--- config.mk ---
export PLATFORM = sky130hd
export DESIGN_NAME = jtcop_gfx_slot_flat
export DESIGN_NICKNAME = d
export VERILOG_FILES = /design/src/rtl/jtcop_gfx_slot_pkg.sv /design/src/rtl/jtcop_gfx_slot_if.sv /design/src/rtl/jtcop_gfx_cache.sv /design/src/rtl/jtcop_gfx_slot.sv /design/src/flat_wrapper.sv
export SDC_FILE = /design/constraint.sdc
export NUM_CORES = 1
export LEC_CHECK = 0
export BUFFER_PORTS_ARGS = -buffer_cell sky130_fd_sc_hd__buf_2
export CAP_MARGIN = 10
export CORE_AREA = 3 3 111 113
export CTS_CLUSTER_DIAMETER = 80
export DETAILED_ROUTE_END_ITERATION = 10
export DIE_AREA = 0 0 114 116
export HOLD_SLACK_MARGIN = 0.08
export PLACE_DENSITY = 0.73
export RECOVER_POWER = 50
export SETUP_SLACK_MARGIN = 0.5
export SLEW_MARGIN = 20
export SYNTH_ARGS = -nofsm -noshare
export SYNTH_HDL_FRONTEND = slang
export SYNTH_SLANG_ARGS = --single-unit
--- constraint.sdc ---
create_clock -name clk -period 3.25 [get_ports clk]
set_input_delay 0.325 -clock clk [delete_from_list [all_inputs] [get_ports clk]]
set_output_delay 0.325 -clock clk [all_outputs]
set_load 0.005 [all_outputs]
--- src/rtl/jtcop_gfx_slot_pkg.sv ---
// -----------------------------------------------------------------------------
// jtcop_pkg
//   Shared types and constants for the BAC06 tile-layer fetch slot
//   (jtcop_gfx_slot) and its 2-entry cache (jtcop_gfx_cache).
//   - state_t       : slot FSM state, also exported on the slot debug port
//   - CACHE_ENTRIES : number of cache lines (one LRU bit selects the victim)
//   - entry_bits()  : width of one packed {valid, tag, word} cache line
// -----------------------------------------------------------------------------
package jtcop_pkg;

  typedef enum logic [1:0] {
    IDLE = 2'd0,
    REQ  = 2'd1,
    WAIT = 2'd2
  } state_t;

  localparam int CACHE_ENTRIES = 2;

  function automatic int entry_bits(input int aw, input int dw);
    return 1 + aw + dw;
  endfunction

endpackage

--- src/rtl/jtcop_gfx_slot_if.sv ---
// -----------------------------------------------------------------------------
// Bus interfaces around jtcop_gfx_slot.
//
// Handshake semantics:
//   Client side (jtcop_gfx_if): the video block holds cs=1 with an address;
//   the slot answers combinationally with ok=1 and data whenever that address
//   is cached. There is no ready: the client keeps asking until ok is seen.
//   SDRAM side (jtcop_sdram_if): sdram_req is a level held together with a
//   stable sdram_addr until the controller returns sdram_ack=1 for one cycle.
//   The word then arrives with a one-cycle sdram_rdy pulse on sdram_din
//   (possibly in the same cycle as the ack).
//
// jtcop_gfx_if  : cs, addr (master->slave); data, ok (slave->master)
// jtcop_sdram_if: sdram_req, sdram_addr (master->slave);
//                 sdram_ack, sdram_rdy, sdram_din (slave->master)
// -----------------------------------------------------------------------------
interface jtcop_gfx_if #(
  parameter int AW = 19,
  parameter int DW = 32
);
  logic          cs;
  logic [AW-1:0] addr;
  logic [DW-1:0] data;
  logic          ok;

  modport master (output cs, output addr, input  data, input  ok);
  modport slave  (input  cs, input  addr, output data, output ok);
endinterface

interface jtcop_sdram_if #(
  parameter int SDW = 22,
  parameter int DW  = 32
);
  logic           sdram_req;
  logic [SDW-1:0] sdram_addr;
  logic           sdram_ack;
  logic           sdram_rdy;
  logic [DW-1:0]  sdram_din;

  modport master (output sdram_req, output sdram_addr,
                  input  sdram_ack, input  sdram_rdy, input sdram_din);
  modport slave  (input  sdram_req, input  sdram_addr,
                  output sdram_ack, output sdram_rdy, output sdram_din);
endinterface

--- src/rtl/jtcop_gfx_cache.sv ---
// -----------------------------------------------------------------------------
// jtcop_gfx_cache
//   Two-entry fully associative tag/data store with a single LRU bit.
//   Ports:
//     clk, rst            : clock, synchronous active-high reset
//     inv                 : clears both valid bits; also masks hit this cycle
//     cs, addr            : lookup request
//     fill_en/tag/data    : write {1, tag, data} into the LRU victim entry
//     hit, hit_data       : combinational lookup result (data=0 on no hit)
//     lru_dbg             : current victim pointer
// -----------------------------------------------------------------------------
module jtcop_gfx_cache
  import jtcop_pkg::*;
#(
  parameter int AW = 19,
  parameter int DW = 32
) (
  input  logic          clk,
  input  logic          rst,
  input  logic          inv,
  input  logic          cs,
  input  logic [AW-1:0] addr,
  input  logic          fill_en,
  input  logic [AW-1:0] fill_tag,
  input  logic [DW-1:0] fill_data,
  output logic          hit,
  output logic [DW-1:0] hit_data,
  output logic          lru_dbg
);

  logic [CACHE_ENTRIES-1:0] valid_q, valid_d;
  logic [AW-1:0]            tag_q  [CACHE_ENTRIES];
  logic [AW-1:0]            tag_d  [CACHE_ENTRIES];
  logic [DW-1:0]            word_q [CACHE_ENTRIES];
  logic [DW-1:0]            word_d [CACHE_ENTRIES];
  logic                     lru_q, lru_d;
  logic                     match0, match1;

  always_comb begin
    match0   = valid_q[0] && (tag_q[0] == addr);
    match1   = valid_q[1] && (tag_q[1] == addr);
    // inv kills the valid bits this cycle, so the answer must drop now too
    hit      = cs && !inv && (match0 || match1);
    hit_data = '0;
    if (hit) hit_data = match0 ? word_q[0] : word_q[1];
  end

  always_comb begin
    valid_d = valid_q;
    tag_d   = tag_q;
    word_d  = word_q;
    lru_d   = lru_q;
    if (fill_en) begin
      valid_d[lru_q] = 1'b1;
      tag_d[lru_q]   = fill_tag;
      word_d[lru_q]  = fill_data;
      lru_d          = ~lru_q;
    end else if (hit) begin
      // the entry just used becomes most recent; the other one is the victim
      lru_d = match0 ? 1'b1 : 1'b0;
    end
    if (inv) valid_d = '0;
  end

  always_ff @(posedge clk) begin
    if (rst) begin
      valid_q <= '0;
      tag_q   <= '{default: '0};
      word_q  <= '{default: '0};
      lru_q   <= 1'b0;
    end else begin
      valid_q <= valid_d;
      tag_q   <= tag_d;
      word_q  <= word_d;
      lru_q   <= lru_d;
    end
  end

  assign lru_dbg = lru_q;

endmodule

--- src/rtl/jtcop_gfx_slot.sv ---
// -----------------------------------------------------------------------------
// jtcop_gfx_slot
//   Memory-side responder for one BAC06 tile-layer fetch port. Lookups are
//   answered from a 2-entry cache; a miss issues one SDRAM read at
//   OFFSET+addr and fills the cache when the word returns.
//   Ports:
//     clk, rst : clock, synchronous active-high reset
//     inv      : one-cycle cache invalidate (ROM download / CPU write)
//     gfx      : client bus (cs, addr -> data, ok), slave side
//     sdram    : SDRAM controller slot (req, addr -> ack, rdy, din), master
//     st_dbg   : current FSM state
// -----------------------------------------------------------------------------
module jtcop_gfx_slot
  import jtcop_pkg::*;
#(
  parameter int             AW     = 19,
  parameter int             DW     = 32,
  parameter int             SDW    = 22,
  parameter logic [SDW-1:0] OFFSET = '0
) (
  input  logic            clk,
  input  logic            rst,
  input  logic            inv,
  jtcop_gfx_if.slave      gfx,
  jtcop_sdram_if.master   sdram,
  output state_t          st_dbg
);

  state_t         state_q, state_d;
  logic           sdram_req_q, sdram_req_d;
  logic [SDW-1:0] sdram_addr_q, sdram_addr_d;
  logic [AW-1:0]  req_addr_q, req_addr_d;
  logic           fill_kill_q, fill_kill_d;
  logic           fill_rdy;
  logic           fill_en;
  logic           hit;
  logic [DW-1:0]  hit_data;
  logic           lru_unused;

  jtcop_gfx_cache #(
    .AW (AW),
    .DW (DW)
  ) u_cache (
    .clk       (clk),
    .rst       (rst),
    .inv       (inv),
    .cs        (gfx.cs),
    .addr      (gfx.addr),
    .fill_en   (fill_en),
    .fill_tag  (req_addr_q),
    .fill_data (sdram.sdram_din),
    .hit       (hit),
    .hit_data  (hit_data),
    .lru_dbg   (lru_unused)
  );

  always_comb begin
    state_d      = state_q;
    sdram_req_d  = sdram_req_q;
    sdram_addr_d = sdram_addr_q;
    req_addr_d   = req_addr_q;
    fill_kill_d  = fill_kill_q;
    fill_rdy     = 1'b0;
    case (state_q)
      IDLE: begin
        if (gfx.cs && !hit) begin
          // zero-extend then add; the sum wraps modulo 2^SDW
          sdram_addr_d = OFFSET + SDW'(gfx.addr);
          req_addr_d   = gfx.addr;
          sdram_req_d  = 1'b1;
          fill_kill_d  = 1'b0;
          state_d      = REQ;
        end
      end
      REQ: begin
        if (sdram.sdram_ack) begin
          sdram_req_d = 1'b0;
          if (sdram.sdram_rdy) begin
            fill_rdy = 1'b1;
            state_d  = IDLE;
          end else begin
            state_d  = WAIT;
          end
        end
      end
      WAIT: begin
        if (sdram.sdram_rdy) begin
          fill_rdy = 1'b1;
          state_d  = IDLE;
        end
      end
      default: state_d = IDLE;
    endcase
    // an invalidate while a read is outstanding makes that data stale
    if (inv && state_q != IDLE) fill_kill_d = 1'b1;
  end

  // inv in the fill cycle also blocks the write (and the LRU toggle)
  assign fill_en = fill_rdy && !fill_kill_q && !inv;

  always_ff @(posedge clk) begin
    if (rst) begin
      state_q      <= IDLE;
      sdram_req_q  <= 1'b0;
      sdram_addr_q <= '0;
      req_addr_q   <= '0;
      fill_kill_q  <= 1'b0;
    end else begin
      state_q      <= state_d;
      sdram_req_q  <= sdram_req_d;
      sdram_addr_q <= sdram_addr_d;
      req_addr_q   <= req_addr_d;
      fill_kill_q  <= fill_kill_d;
    end
  end

  assign gfx.ok           = hit;
  assign gfx.data         = hit_data;
  assign sdram.sdram_req  = sdram_req_q;
  assign sdram.sdram_addr = sdram_addr_q;
  assign st_dbg           = state_q;

endmodule

--- src/flat_wrapper.sv ---
// flat-port wrapper written by rule: the top's interface ports become plain ports
module jtcop_gfx_slot_flat import jtcop_pkg::*;
#(
  parameter int             AW     = 19,
  parameter int             DW     = 32,
  parameter int             SDW    = 22,
  parameter logic [SDW-1:0] OFFSET = '0
)
  (clk, rst, inv, st_dbg, gfx_cs, gfx_addr, gfx_data, gfx_ok, sdram_sdram_req, sdram_sdram_addr, sdram_sdram_ack, sdram_sdram_rdy, sdram_sdram_din);
  jtcop_gfx_if #(.AW(AW), .DW(DW)) gfx_i ();
  jtcop_sdram_if #(.SDW(SDW), .DW(DW)) sdram_i ();
  input  logic clk;
  input  logic rst;
  input  logic inv;
  output state_t st_dbg;
  input wire logic [$bits(gfx_i.cs)-1:0] gfx_cs;
  input wire logic [$bits(gfx_i.addr)-1:0] gfx_addr;
  output wire logic [$bits(gfx_i.data)-1:0] gfx_data;
  output wire logic [$bits(gfx_i.ok)-1:0] gfx_ok;
  output wire logic [$bits(sdram_i.sdram_req)-1:0] sdram_sdram_req;
  output wire logic [$bits(sdram_i.sdram_addr)-1:0] sdram_sdram_addr;
  input wire logic [$bits(sdram_i.sdram_ack)-1:0] sdram_sdram_ack;
  input wire logic [$bits(sdram_i.sdram_rdy)-1:0] sdram_sdram_rdy;
  input wire logic [$bits(sdram_i.sdram_din)-1:0] sdram_sdram_din;
  assign gfx_i.cs = gfx_cs;
  assign gfx_i.addr = gfx_addr;
  assign gfx_data = gfx_i.data;
  assign gfx_ok = gfx_i.ok;
  assign sdram_sdram_req = sdram_i.sdram_req;
  assign sdram_sdram_addr = sdram_i.sdram_addr;
  assign sdram_i.sdram_ack = sdram_sdram_ack;
  assign sdram_i.sdram_rdy = sdram_sdram_rdy;
  assign sdram_i.sdram_din = sdram_sdram_din;
  jtcop_gfx_slot #(.AW(AW), .DW(DW), .SDW(SDW), .OFFSET(OFFSET)) u_core (.clk(clk), .rst(rst), .inv(inv), .gfx(gfx_i), .sdram(sdram_i), .st_dbg(st_dbg));
endmodule
# Word-level counts from Yosys, hierarchy flattened
# Index checks and enable logic that the tools add are counted.
[classes]
n_lt_le_gt_ge = 4
eq_ne = 7
mux = 27
n_bitwise = 3
reduce_logical = 25
[op_table]
columns = ["cell", "n"]
rows = [
  ["$mux W32", 3],
  ["$bwmux W64", 1],
  ["$bwmux W38", 1],
  ["$eq A19 B19 Y1", 2],
  ["$demux W32 S1", 1],
  ["$demux W19 S1", 1],
  ["$mux W19", 1],
  ["$mux W1", 11],
  ["$logic_and A1 B1 Y1", 10],
  ["$reduce_bool A2 Y1", 5],
  ["$mux W2", 4],
  ["$pmux W2 S3", 1],
  ["$reduce_and A3 Y1", 2],
  ["$ne A2 B2 Y1 const B", 2],
  ["$pmux W1 S2", 2],
  ["$reduce_and A2 Y1", 2],
  ["$logic_not A1 Y1", 3],
  ["$eq A2 B1 Y1 const B", 1],
  ["$eq A2 B2 Y1 const B", 1],
  ["$ge A2 B2 Y1 const B", 1],
  ["$logic_not A2 Y1", 1],
  ["$lt A1 B2 Y1 const B", 1],
  ["$lt A2 B1 Y1 const B", 1],
  ["$ne A2 B1 Y1 const B", 1],
  ["7 further kinds", 7],
]
[totals]
reg_bits = 128
input_bits = 57
out_inout_bits = 58
wordCells = 76

# Depth between registers and ports, before layout
# Gate-level depths: netlist (run 1).
[depth]
word_depth = 9
ltp_mapped = 9
depth_no_buf = 8

# Cells and area by module
# From an unflattened synthesis (run 1), not the netlist that was laid out.
[hier_totals]
hier_cells = 675
hier_area_um2 = 5436.5
[modules_own_cells]
columns = ["mod", "n_inst", "cells_each", "area_each_um2", "seq_area_each_um2"]
rows = [
  ["jtcop_gfx_cache", 1, 558, 4450.5, 2102.0],
  ["jtcop_gfx_slot", 1, 117, 985.9, 460.4],
]

# Least setup slack after synthesis (run 1)
# No wires, ideal clock.
[synth_path]
path_kind = "register to register"
startpoint = "register u_core.state_q[0] (netlist: u_core.st_dbg[0])"
endpoint = "register u_core.u_cache.tag_q[0] (netlist bit)"
setup_ns = 0.070
arrival_ns = 1.830
required_ns = 3.180
path_slack_ns = 1.350
path_stages_with_launch = 10
n_path_buf = 2
period_less_slack_ns = 1.900
cell_sequence = "dfxtp_1 inv_1 ha_1 nand2_1 nor4_1 and2_1 buf_2 buf_2 nand2_1 a21oi_1"
[synth_via]
elab_chain_len = 4
elab_cells_between_ends = 5
cone_classes = "eq/ne (2); mux (1); reduce/logical (2)"
[synth_lines]
columns = ["element", "line", "source"]
rows = [
  ["start: declaration", "jtcop_gfx_slot.sv:29", "state_t state_q, state_d;"],
  ["start signal: assignment", "jtcop_gfx_slot.sv:109", "state_q <= state_d;"],
  ["$eq A2 B2 Y1 or $eq A2 B1 Y1 (tied branches)", "jtcop_gfx_slot.sv:64", "case (state_q)"],
  ["$pmux W1 S2 (*)", "jtcop_gfx_slot.sv:64", ""],
  ["$logic_and A1 B1 Y1 (*) (2 in series)", "jtcop_gfx_slot.sv:99", "assign fill_en = fill_rdy && !fill_kill_q && !inv;"],
  ["end signal: assignment", "jtcop_gfx_cache.sv:73", "tag_q <= tag_d;"],
  ["end: declaration", "jtcop_gfx_cache.sv:32", "logic [AW-1:0] tag_q [CACHE_ENTRIES];"],
]
# Mark *: on every way between the ends. The rest lies on a longest branch, timed or not.
# A chain may end at the register's enable or synchronous reset.

# Worst setup path in the final report (run 1)
[layout_path]
startpoint = "register u_core.u_cache.tag_q[22] (netlist bit)"
endpoint = "output port gfx_data[26]"
[layout_via]
elab_chain_len = 5
elab_cells_between_ends = 6
cone_classes = "eq/ne (1); mux (2); reduce/logical (3)"
[layout_lines]
columns = ["element", "line", "source"]
rows = [
  ["$eq A19 B19 Y1 (*)", "jtcop_gfx_cache.sv:40", "match0 = valid_q[0] && (tag_q[0] == addr);"],
  ["$logic_and A1 B1 Y1 (*)", "jtcop_gfx_cache.sv:40", ""],
  ["$logic_or A1 B1 Y1", "jtcop_gfx_cache.sv:43", "hit = cs && !inv && (match0 || match1);"],
  ["$logic_and A1 B1 Y1", "jtcop_gfx_cache.sv:43", ""],
  ["$mux W32 (*)", "jtcop_gfx_cache.sv:45", "if (hit) hit_data = match0 ? word_q[0] : word_q[1];"],
  ["end: declaration", "flat_wrapper.sv:18", "output wire logic [$bits(gfx_i.data)-1:0] gfx_data;"],
]
# Marked as above.

==> impl_metrics.prom, run 1 <==
# TYPE chip_impl_metric gauge
chip_impl_metric{name="grt.total_usage",unit=""} 0.221
chip_impl_metric{name="path_depth",unit=""} 8
chip_impl_metric{name="n_fill_cell",unit=""} 1027
chip_impl_info{name="timing.rr.end",value="u_core.u_cache.word_q[27]$_SDFFE_PP0P_"} 1
chip_impl_info{name="final_common_cell",value="sky130_fd_sc_hd__nand2_1"} 1
chip_impl_metric{name="fin_cells",unit=""} 994
chip_impl_metric{name="fin_setup_tns",unit="ns"} 0
chip_impl_metric{name="timing.reg2reg.worst_path_depth",unit=""} 7
chip_impl_metric{name="floorplan.die_area",unit="mm²"} 0.0132
chip_impl_info{name="highest_count_cells_in_the_layout_ignoring_fill_and_taps",value="272 x sky130_fd_sc_hd__nand2_1, 136 x sky130_fd_sc_hd__a21oi_1, 128 x sky130_fd_sc_hd__dfxtp_1, 97 x sky130_fd_sc_hd__buf_2, 40 x sky130_fd_sc_hd__nand2b_1"} 1
chip_impl_metric{name="numPortBuffers",unit=""} 111
chip_impl_metric{name="numPlacedInstances",unit=""} 955
chip_impl_metric{name="fin_util",unit=""} 0.607
chip_impl_metric{name="core_region_area",unit="mm²"} 0.0114
chip_impl_info{name="status",value="finished, final reports clean"} 1
chip_impl_metric{name="ys.warnings.count",unit=""} 0
chip_impl_metric{name="number_of_enable_flip_flop_cells_after_synthesis",unit=""} 0
chip_impl_metric{name="power.share.clock",unit=""} 0.488
chip_impl_metric{name="required",unit="ns"} 2.92
chip_impl_metric{name="p_switching",unit="W"} 0.000886
chip_impl_metric{name="place_area",unit="mm²"} 0.00626
chip_impl_metric{name="skew",unit="ns"} 0.00702
chip_impl_info{name="endpoint_class_of_the_critical_path",value="output port"} 1
chip_impl_metric{name="via_count",unit=""} 5265
chip_impl_info{name="critical-path-top-delay-family",value="buffers and inverters"} 1
chip_impl_metric{name="global_route.usage.met2",unit=""} 0.385
chip_impl_info{name="critical_path.startpoint",value="u_core.u_cache.tag_q[22]$_SDFFE_PP0P_"} 1
chip_impl_metric{name="irDropWorstVdd",unit="V"} 0.000279
chip_impl_metric{name="io-pin-count",unit=""} 115
chip_impl_metric{name="regArea",unit="mm²"} 0.00256
chip_impl_metric{name="synthDistinctLibCells",unit=""} 36
chip_impl_metric{name="grt.met1_usage",unit=""} 0.280
chip_impl_metric{name="drt.antenna.violating_nets",unit=""} 0
chip_impl_info{name="synth_top_area_cell",value="sky130_fd_sc_hd__dfxtp_1"} 1
chip_impl_metric{name="grt-ovfl-total",unit=""} 0
chip_impl_info{name="ctsRootBufferMaster",value="sky130_fd_sc_hd__clkbuf_16"} 1
chip_impl_metric{name="post_cts_hold_buffer_count",unit=""} 0
chip_impl_metric{name="htree_num_levels",unit=""} 4
chip_impl_info{name="startpoint_of_the_most_critical_register_to_register_path",value="u_core.st_dbg[1]$_SDFFE_PP0P_"} 1
chip_impl_metric{name="ys_ff_latch",unit=""} 128
chip_impl_info{name="worstHoldPathType",value="in2reg"} 1
chip_impl_info{name="slowest_stage_cell_cp",value="sky130_fd_sc_hd__nor4_4"} 1
chip_impl_metric{name="reg_clk_slew_reported_paths",unit="ns"} 0.06
chip_impl_metric{name="final_weighted_congestion_in_routability_driven_placement",unit=""} 0.793
chip_impl_metric{name="drt_pass1_iterations",unit=""} 5
chip_impl_metric{name="post_synth_inst_count",unit=""} 749
chip_impl_metric{name="seq_area_frac_synth",unit=""} 0.450
chip_impl_info{name="tritoncts",value="done"} 1
chip_impl_metric{name="initialDrtViolationCount",unit=""} 529
chip_impl_metric{name="fp.dieW",unit="µm"} 114
chip_impl_metric{name="num_rows",unit=""} 39
chip_impl_metric{name="wire_length_of_the_first_global_routing_pass",unit="mm"} 23.6
chip_impl_metric{name="route.detailed.vias_per_inst",unit=""} 5.30
chip_impl_info{name="grt-busiest-layer",value="met2"} 1
chip_impl_metric{name="crit_fanout",unit=""} 19
chip_impl_metric{name="antenna_found_initial",unit=""} 0
chip_impl_metric{name="final_period_minus_worst_setup_slack",unit="ns"} 2.68
chip_impl_metric{name="multiInputGateArea",unit="mm²"} 0.00291
chip_impl_metric{name="final-setup-viol-count",unit=""} 0
chip_impl_info{name="min_to",value="u_core.u_cache.word_q[59]$_SDFFE_PP0P_"} 1
chip_impl_metric{name="cts_buf_count",unit=""} 17
chip_impl_metric{name="cap_violations",unit=""} 0
chip_impl_metric{name="worst_hold_path.num_cells",unit=""} 3
chip_impl_metric{name="grt_start_max_net_pins",unit=""} 111
chip_impl_metric{name="maxSlewHeadroom",unit=""} 0.148
chip_impl_info{name="grt_setup_unrepaired",value="no"} 1
chip_impl_metric{name="final_layout_size_suffix_gt1_frac",unit=""} 0.187
chip_impl_info{name="yosys-top-cells-area",value="sky130_fd_sc_hd__dfxtp_1 45%, sky130_fd_sc_hd__nand2_1 18%, sky130_fd_sc_hd__a21oi_1 12%, sky130_fd_sc_hd__nand2b_1 4.5%, sky130_fd_sc_hd__mux2i_1 3.3%"} 1
chip_impl_metric{name="antenna-diode-count",unit=""} 0
chip_impl_metric{name="final_area",unit="mm²"} 0.00693
chip_impl_info{name="ys.flop_type",value="sky130_fd_sc_hd__dfxtp_1"} 1
chip_impl_metric{name="met3_usage",unit=""} 0.0433
chip_impl_metric{name="grt_pass1_vias",unit=""} 4985
chip_impl_info{name="timing.hold.worst.start",value="sdram_sdram_din[27]"} 1
chip_impl_metric{name="critPathBufInv",unit=""} 3
chip_impl_metric{name="crit_path_max_incr_delay",unit="ns"} 0.34
chip_impl_metric{name="clockBufferDepth",unit=""} 2
chip_impl_metric{name="synth_largest_type_area_fraction",unit=""} 0.450
chip_impl_metric{name="maxSlewViolCount",unit=""} 0
chip_impl_metric{name="setup.reg_to_reg.worst_slack",unit="ns"} 0.63
chip_impl_metric{name="finish.net_count",unit=""} 898
chip_impl_metric{name="max_slew.worst_pin.slew",unit="ns"} 1.28
chip_impl_metric{name="detail_route.wl_per_cell",unit="µm"} 15.0
chip_impl_metric{name="post-route-drc-count",unit=""} 0
chip_impl_metric{name="area_delta_synth_final",unit="%"} 21.7
chip_impl_metric{name="power_frac_comb",unit=""} 0.071
chip_impl_info{name="worstSetupPathType",value="reg2out"} 1
chip_impl_metric{name="synth.avg_cell_area",unit="µm²"} 7.60
chip_impl_metric{name="clock.fmax",unit="MHz"} 373
chip_impl_metric{name="pwr-share-seq",unit=""} 0.441
chip_impl_metric{name="netlist_area",unit="mm²"} 0.00570
chip_impl_metric{name="powerDensity",unit="mW/mm²"} 536
chip_impl_info{name="crit_path_start_kind",value="flip-flop"} 1
chip_impl_metric{name="ys_async_sr_fraction",unit=""} 0
chip_impl_metric{name="hold_viol_final",unit=""} 0
chip_impl_metric{name="dieHeight",unit="µm"} 116
chip_impl_metric{name="dp_hpwl",unit="mm"} 9.46
chip_impl_metric{name="worst-endpoint-arrival",unit="ns"} 2.36
chip_impl_metric{name="cts_sinks",unit=""} 128
chip_impl_metric{name="p_int",unit="W"} 0.00283
chip_impl_info{name="cp_cell_sequence",value="xnor2_1 > nand4_1 > clkbuf_1 > nor4_4 > a21oi_4 > buf_6 > a21oi_1 > buf_2"} 1
chip_impl_metric{name="floorplan.initialDensity",unit=""} 0.499
chip_impl_metric{name="drt-total-wl",unit="mm"} 14.9
chip_impl_metric{name="power.switching_fraction",unit=""} 0.238
chip_impl_metric{name="insertion_delay",unit="ns"} 0.41
chip_impl_metric{name="period_share",unit=""} 0.825
chip_impl_metric{name="p_leak",unit="nW"} 2.55
-- worst register-to-register path: cells and delay by family, from the launching register on --
kind	cells	cell delay [ns]
and+or+nand+nor	4	1.62
DFF	1	0.36
adders and majority gates	1	0.28
AOI/OAI and AO/OA	1	0.10
buffers and inverters	1	0.09
-- cells in the mapped netlist (2+ instances only) --
| master | n |
|---|---|
| sky130_fd_sc_hd__nand2b_1 | 41 |
| sky130_fd_sc_hd__nor2_1 | 7 |
| sky130_fd_sc_hd__buf_12 | 2 |
| sky130_fd_sc_hd__clkbuf_1 | 35 |
| sky130_fd_sc_hd__nand2_1 | 275 |
| sky130_fd_sc_hd__nor4_1 | 7 |
| sky130_fd_sc_hd__nand4_1 | 7 |
| sky130_fd_sc_hd__buf_4 | 3 |
| sky130_fd_sc_hd__nand3_1 | 3 |
| sky130_fd_sc_hd__dfxtp_1 | 128 |
| sky130_fd_sc_hd__buf_2 | 15 |
| sky130_fd_sc_hd__xor2_1 | 19 |
| sky130_fd_sc_hd__nor3_2 | 2 |
| sky130_fd_sc_hd__xnor2_1 | 19 |
| sky130_fd_sc_hd__or3b_2 | 2 |
| sky130_fd_sc_hd__a21oi_1 | 137 |
| sky130_fd_sc_hd__inv_1 | 6 |
| sky130_fd_sc_hd__nor3_1 | 2 |
| sky130_fd_sc_hd__mux2i_1 | 19 |
| sky130_fd_sc_hd__ha_1 | 3 |
| sky130_fd_sc_hd__and2_1 | 2 |
-- power by group through the flow --
stage	registers [W]	logic, W	clock network (W)
floorplan	0.00167	0.000165	0
global placement	0.00167	0.000253	0
detailed placement	0.00167	0.000262	0
CTS	0.00164	0.000266	0.00184
global route	0.00164	0.000290	0.00191
finish	0.00164	0.000263	0.00181
-- state kept, by name, summed over array words and instances, names as in the netlist --
register                cells
u_core.u_cache.valid_q      2
u_core.u_cache.tag_q       38
u_core.st_dbg               2
u_core.u_cache.word_q      64
u_core.fill_kill_q          1
u_core.sdram.sdram_req      1
u_core.req_addr_q          19
u_core.u_cache.lru_dbg      1
-- metrics by stage --
| step | total power, W | hold slack, ns | worst slack (ns) |
|---|---|---|---|
| after floorplan | 0.00183 | 0.404 | 1.35 |
| after global placement | 0.00192 | 0.441 | 0.541 |
| after detailed placement | 0.00193 | 0.447 | 0.372 |
| after CTS | 0.00374 | 0.152 | 0.502 |
| after global routing | 0.00384 | 0.172 | 0.404 |
| final | 0.00371 | 0.164 | 0.569 |
-- final cells by class --
cell class / instances / area share
clock inverters: 12 / 0.0159
repair buffers: 124 / 0.0988
flip-flops and latches: 128 / 0.370
well taps: 143 / 0.0258
multi-input cells: 561 / 0.419
clock buffers: 20 / 0.0673
inverters: 6 / 0.00325
-- routing by layer --
metal	wire, µm	up-vias
met2	7560	159
met1	6450	2493
met5	0	-
li1	-	2598
met4	130	0
met3	737	15
-- cells by family (layout without fill, tap and decap cells) --
family          after synthesis  after routing  synth area share
xor+xnor                     38             38            0.0584
mux                          19             19            0.0334
compound gates              145            145             0.131
buf+inv                      62            162            0.0532
fa+ha+maj                     3              3           0.00659
simple gates                353            353             0.266
flops                       128            128             0.450
other cells                   1              3          0.000658
-- how the worst max path moves through the flow --
stage,end,slack [ns]
floorplan,u_core.u_cache.tag_q[0]$_SDFFE_PP0P_,1.35
CTS,gfx_data[14],0.50
global placement,u_core.u_cache.word_q[30]$_SDFFE_PP0P_,0.54
global route,u_core.u_cache.word_q[61]$_SDFFE_PP0P_,0.40
finish,gfx_data[26],0.57
detailed placement,u_core.u_cache.word_q[29]$_SDFFE_PP0P_,0.37
-- timing repair --
| item | in CTS | in global routing |
|---|---|---|
| setup buffers | 0 | 7 |
| gates resized for setup | 8 | 7 |
| endpoints found under the hold margin | 0 | 0 |
| pin swaps | 0 | 3 |
| setup endpoints to repair | 129 | 31 |
Power figures use the tool's default switching activity.
==> inputs of run 2 (changes only) <==
--- a/config.mk
+++ b/config.mk
@@ -12,7 +12,7 @@
 export DETAILED_ROUTE_END_ITERATION = 10
 export DIE_AREA = 0 0 114 116
 export HOLD_SLACK_MARGIN = 0.08
-export PLACE_DENSITY = 0.73
+export PLACE_DENSITY = 0.76
 export RECOVER_POWER = 50
 export SETUP_SLACK_MARGIN = 0.5
 export SLEW_MARGIN = 20
==> constraint.sdc (replaced) <==
create_clock -name clk -period 2.3 [get_ports clk]
set_input_delay 0.23 -clock clk [delete_from_list [all_inputs] [get_ports clk]]
set_output_delay 0.23 -clock clk [all_outputs]
set_load 0.005 [all_outputs]
==> run 2 against run 1 <==
Against the previous run: the flow now finishes with violations (setup timing); clock-buffer cell count stayed put; final cell count rose by 12%; cell area up 56%; critical endpoint is now gfx_data[19].
==> impl_metrics.prom, run 2 (synthesis results as in run 1) <==
# TYPE chip_impl_metric gauge
chip_impl_info{name="status",value="finished with violations"} 1
chip_impl_info{name="violated_checks",value="setup timing"} 1
chip_impl_metric{name="total_power",unit="W"} 0.00608
chip_impl_metric{name="regArea",unit="mm²"} 0.00258
chip_impl_metric{name="worst_hold_path.num_cells",unit=""} 3
chip_impl_metric{name="numPlacedInstances",unit=""} 966
chip_impl_metric{name="final_weighted_congestion_in_routability_driven_placement",unit=""} 0.820
chip_impl_metric{name="io-pin-count",unit=""} 115
chip_impl_metric{name="wire_length_of_the_first_global_routing_pass",unit="mm"} 38.4
chip_impl_metric{name="multiInputGateArea",unit="mm²"} 0.00488
chip_impl_metric{name="place_ws",unit="ns"} 0.200
chip_impl_metric{name="critPathBufInv",unit=""} 4
chip_impl_metric{name="hold_viol_final",unit=""} 0
chip_impl_metric{name="powerDensity",unit="mW/mm²"} 560
chip_impl_info{name="grt_setup_unrepaired",value="yes"} 1
chip_impl_metric{name="place_area",unit="mm²"} 0.00640
chip_impl_info{name="cp_cell_sequence",value="xnor2_1 > nand4_1 > nor3_2 > and2_4 > buf_6 > buf_12 > buf_16 > nand2_4 > a21oi_4 > buf_2"} 1
chip_impl_metric{name="max_slew.worst_pin.slew",unit="ns"} 0.982
chip_impl_info{name="timing.hold.worst.start",value="sdram_sdram_din[14]"} 1
chip_impl_info{name="reg_top3",value="u_core.u_cache.word_q: 64 flops, u_core.u_cache.tag_q: 38 flops, u_core.req_addr_q: 19 flops"} 1
chip_impl_metric{name="numPortBuffers",unit=""} 111
chip_impl_metric{name="postLayoutSetupSlackWorst",unit="ns"} -1.43
chip_impl_info{name="ctsRootBufferMaster",value="sky130_fd_sc_hd__clkbuf_16"} 1
chip_impl_info{name="startpoint_of_the_most_critical_register_to_register_path",value="u_core.u_cache.tag_q[30]$_SDFFE_PP0P_"} 1
chip_impl_metric{name="grt.total_usage",unit=""} 0.382
chip_impl_metric{name="area_delta_synth_final",unit="%"} 90.4
chip_impl_info{name="critical_path.startpoint",value="u_core.u_cache.tag_q[30]$_SDFFE_PP0P_"} 1
chip_impl_metric{name="core_region_area",unit="mm²"} 0.0114
chip_impl_metric{name="largest_register_ffs",unit=""} 64
chip_impl_metric{name="antenna-diode-count",unit=""} 0
chip_impl_metric{name="clockBufferDepth",unit=""} 2
chip_impl_metric{name="final_period_minus_worst_setup_slack",unit="ns"} 3.73
chip_impl_info{name="cp-endpoint",value="gfx_data[19]"} 1
chip_impl_metric{name="final_layout_size_suffix_gt1_frac",unit=""} 0.620
chip_impl_info{name="timing.rr.end",value="u_core.st_dbg[1]$_SDFFE_PP0P_"} 1
chip_impl_metric{name="dieHeight",unit="µm"} 116
chip_impl_metric{name="floorplan.initialDensity",unit=""} 0.499
chip_impl_metric{name="drt-total-wl",unit="mm"} 37.3
chip_impl_metric{name="grt_pass1_vias",unit=""} 6720
chip_impl_info{name="crit_path_start_kind",value="flip-flop"} 1
chip_impl_metric{name="via_count",unit=""} 7859
chip_impl_info{name="registers.top_by_ff_count",value="u_core.u_cache.word_q"} 1
chip_impl_metric{name="finish.net_count",unit=""} 1014
chip_impl_metric{name="fin_setup_tns",unit="ns"} -65.57
chip_impl_info{name="endpoint_class_of_the_critical_path",value="output port"} 1
chip_impl_metric{name="crit_path_max_incr_delay",unit="ns"} 0.61
chip_impl_info{name="worstHoldPathType",value="in2reg"} 1
chip_impl_metric{name="drt_pass1_iterations",unit=""} 8
chip_impl_metric{name="cap_violations",unit=""} 0
chip_impl_metric{name="cts_buf_count",unit=""} 17
chip_impl_metric{name="floorplan.die_area",unit="mm²"} 0.0132
chip_impl_metric{name="final_area",unit="mm²"} 0.0108
chip_impl_metric{name="worst-endpoint-arrival",unit="ns"} 3.50
chip_impl_metric{name="reg_clk_slew_reported_paths",unit="ns"} 0.07
chip_impl_metric{name="fp.dieW",unit="µm"} 114
chip_impl_metric{name="initialDrtViolationCount",unit=""} 1145
chip_impl_info{name="critical-path-top-delay-family",value="simple AND/OR/NAND/NOR gates"} 1
chip_impl_metric{name="path_depth",unit=""} 10
chip_impl_metric{name="timing.reg2reg.worst_path_depth",unit=""} 10
chip_impl_metric{name="required",unit="ns"} 2.07
chip_impl_metric{name="detail_route.wl_per_cell",unit="µm"} 33.6
chip_impl_metric{name="num_rows",unit=""} 39
chip_impl_metric{name="grt-ovfl-total",unit=""} 0
chip_impl_metric{name="irDropWorstVdd",unit="V"} 0.000808
chip_impl_metric{name="dp_hpwl",unit="mm"} 9.45
chip_impl_info{name="highest_count_cells_in_the_layout_ignoring_fill_and_taps",value="135 x sky130_fd_sc_hd__nand2_4, 125 x sky130_fd_sc_hd__a21oi_2, 111 x sky130_fd_sc_hd__dfxtp_1, 107 x sky130_fd_sc_hd__nand2_1, 98 x sky130_fd_sc_hd__buf_2"} 1
chip_impl_metric{name="cts_sinks",unit=""} 128
chip_impl_metric{name="clock.fmax",unit="MHz"} 268
chip_impl_metric{name="antenna_found_initial",unit=""} 3
chip_impl_metric{name="drt.antenna.violating_nets",unit=""} 0
chip_impl_metric{name="setup.reg_to_reg.worst_slack",unit="ns"} -0.88
chip_impl_info{name="final_common_cell",value="sky130_fd_sc_hd__nand2_4"} 1
chip_impl_info{name="worstSetupPathType",value="reg2out"} 1
chip_impl_metric{name="route.detailed.vias_per_inst",unit=""} 7.09
chip_impl_metric{name="maxSlewViolCount",unit=""} 0
chip_impl_metric{name="skew",unit="ns"} 0.0121
chip_impl_info{name="tritoncts",value="done"} 1
chip_impl_metric{name="post-route-drc-count",unit=""} 0
chip_impl_metric{name="htree_num_levels",unit=""} 4
chip_impl_metric{name="period_share",unit=""} 1.62
chip_impl_metric{name="insertion_delay",unit="ns"} 0.44
chip_impl_metric{name="crit_fanout",unit=""} 8
chip_impl_metric{name="final-setup-viol-count",unit=""} 154
chip_impl_metric{name="n_fill_cell",unit=""} 278
chip_impl_metric{name="grt_start_max_net_pins",unit=""} 74
chip_impl_info{name="slowest_stage_cell_cp",value="sky130_fd_sc_hd__xnor2_1"} 1
chip_impl_metric{name="fin_cells",unit=""} 1109
chip_impl_metric{name="p_leak",unit="nW"} 4.76
chip_impl_metric{name="maxSlewHeadroom",unit=""} 0.346
==> run 2: worst min-delay path by stage <==
stage	endpoint
floorplan	u_core.u_cache.valid_q[0]$_SDFFE_PP0P_
global placement	u_core.u_cache.word_q[12]$_SDFFE_PP0P_
detailed placement	u_core.u_cache.word_q[51]$_SDFFE_PP0P_
CTS	u_core.u_cache.word_q[40]$_SDFFE_PP0P_
global route	u_core.u_cache.word_q[57]$_SDFFE_PP0P_
finish	u_core.u_cache.word_q[46]$_SDFFE_PP0P_
==> run 2: area by class of cell <==
class	count	area share
Multi-Input combinational cell	565	0.450
Clock buffer	20	0.0421
Tap cell	143	0.0165
Clock inverter	11	0.0143
Sequential cell	128	0.238
Timing Repair Buffer	236	0.235
Inverter	6	0.00346
==> run 2: where the power goes <==
part	internal (W)	switching [W]	total, W
sequential	0.00226	0.0000957	0.00236
combinational	0.000301	0.000437	0.000737
clock	0.00177	0.00121	0.00298
total	0.00434	0.00174	0.00608
==> run 2: routing by layer <==
metal  track usage  routed length [µm]  up-vias
li1              -                   -     2861
met1         0.463               12000     3585
met2         0.603               15700      992
met3        0.0903                5660      417
met4         0.263                3920        4
met5             0                  34        -
==> run 2: per-stage QoR <==
| step | utilization | hold slack, ns |
|---|---|---|
| detailed placement | 0.560 | 0.447 |
| global route | 0.950 | 0.0844 |
| CTS | 0.811 | 0.0803 |
| finish | 0.950 | 0.0806 |
| floorplan | - | 0.309 |
| global placement | 0.560 | 0.443 |
==> run 2: what timing repair did <==
action / CTS / global route
endpoints found under the hold margin: 28 / 2
hold buffers: 23 / 2
buffers inserted: 34 / 18
gates cloned: 25 / 10
setup endpoints to repair: 153 / 161
resized for setup: 294 / 295
pin swaps: 138 / 145
==> run 2: worst reg2reg max path: cells and delay by family, from the launching register on <==
family | cells | cell delay [ns]
xor gates and xnor gates | 1 | 0.61
DFF | 1 | 0.34
AOI/OAI and AO/OA | 3 | 0.56
buffers and inverters | 4 | 0.75
and+or+nand+nor | 2 | 0.80
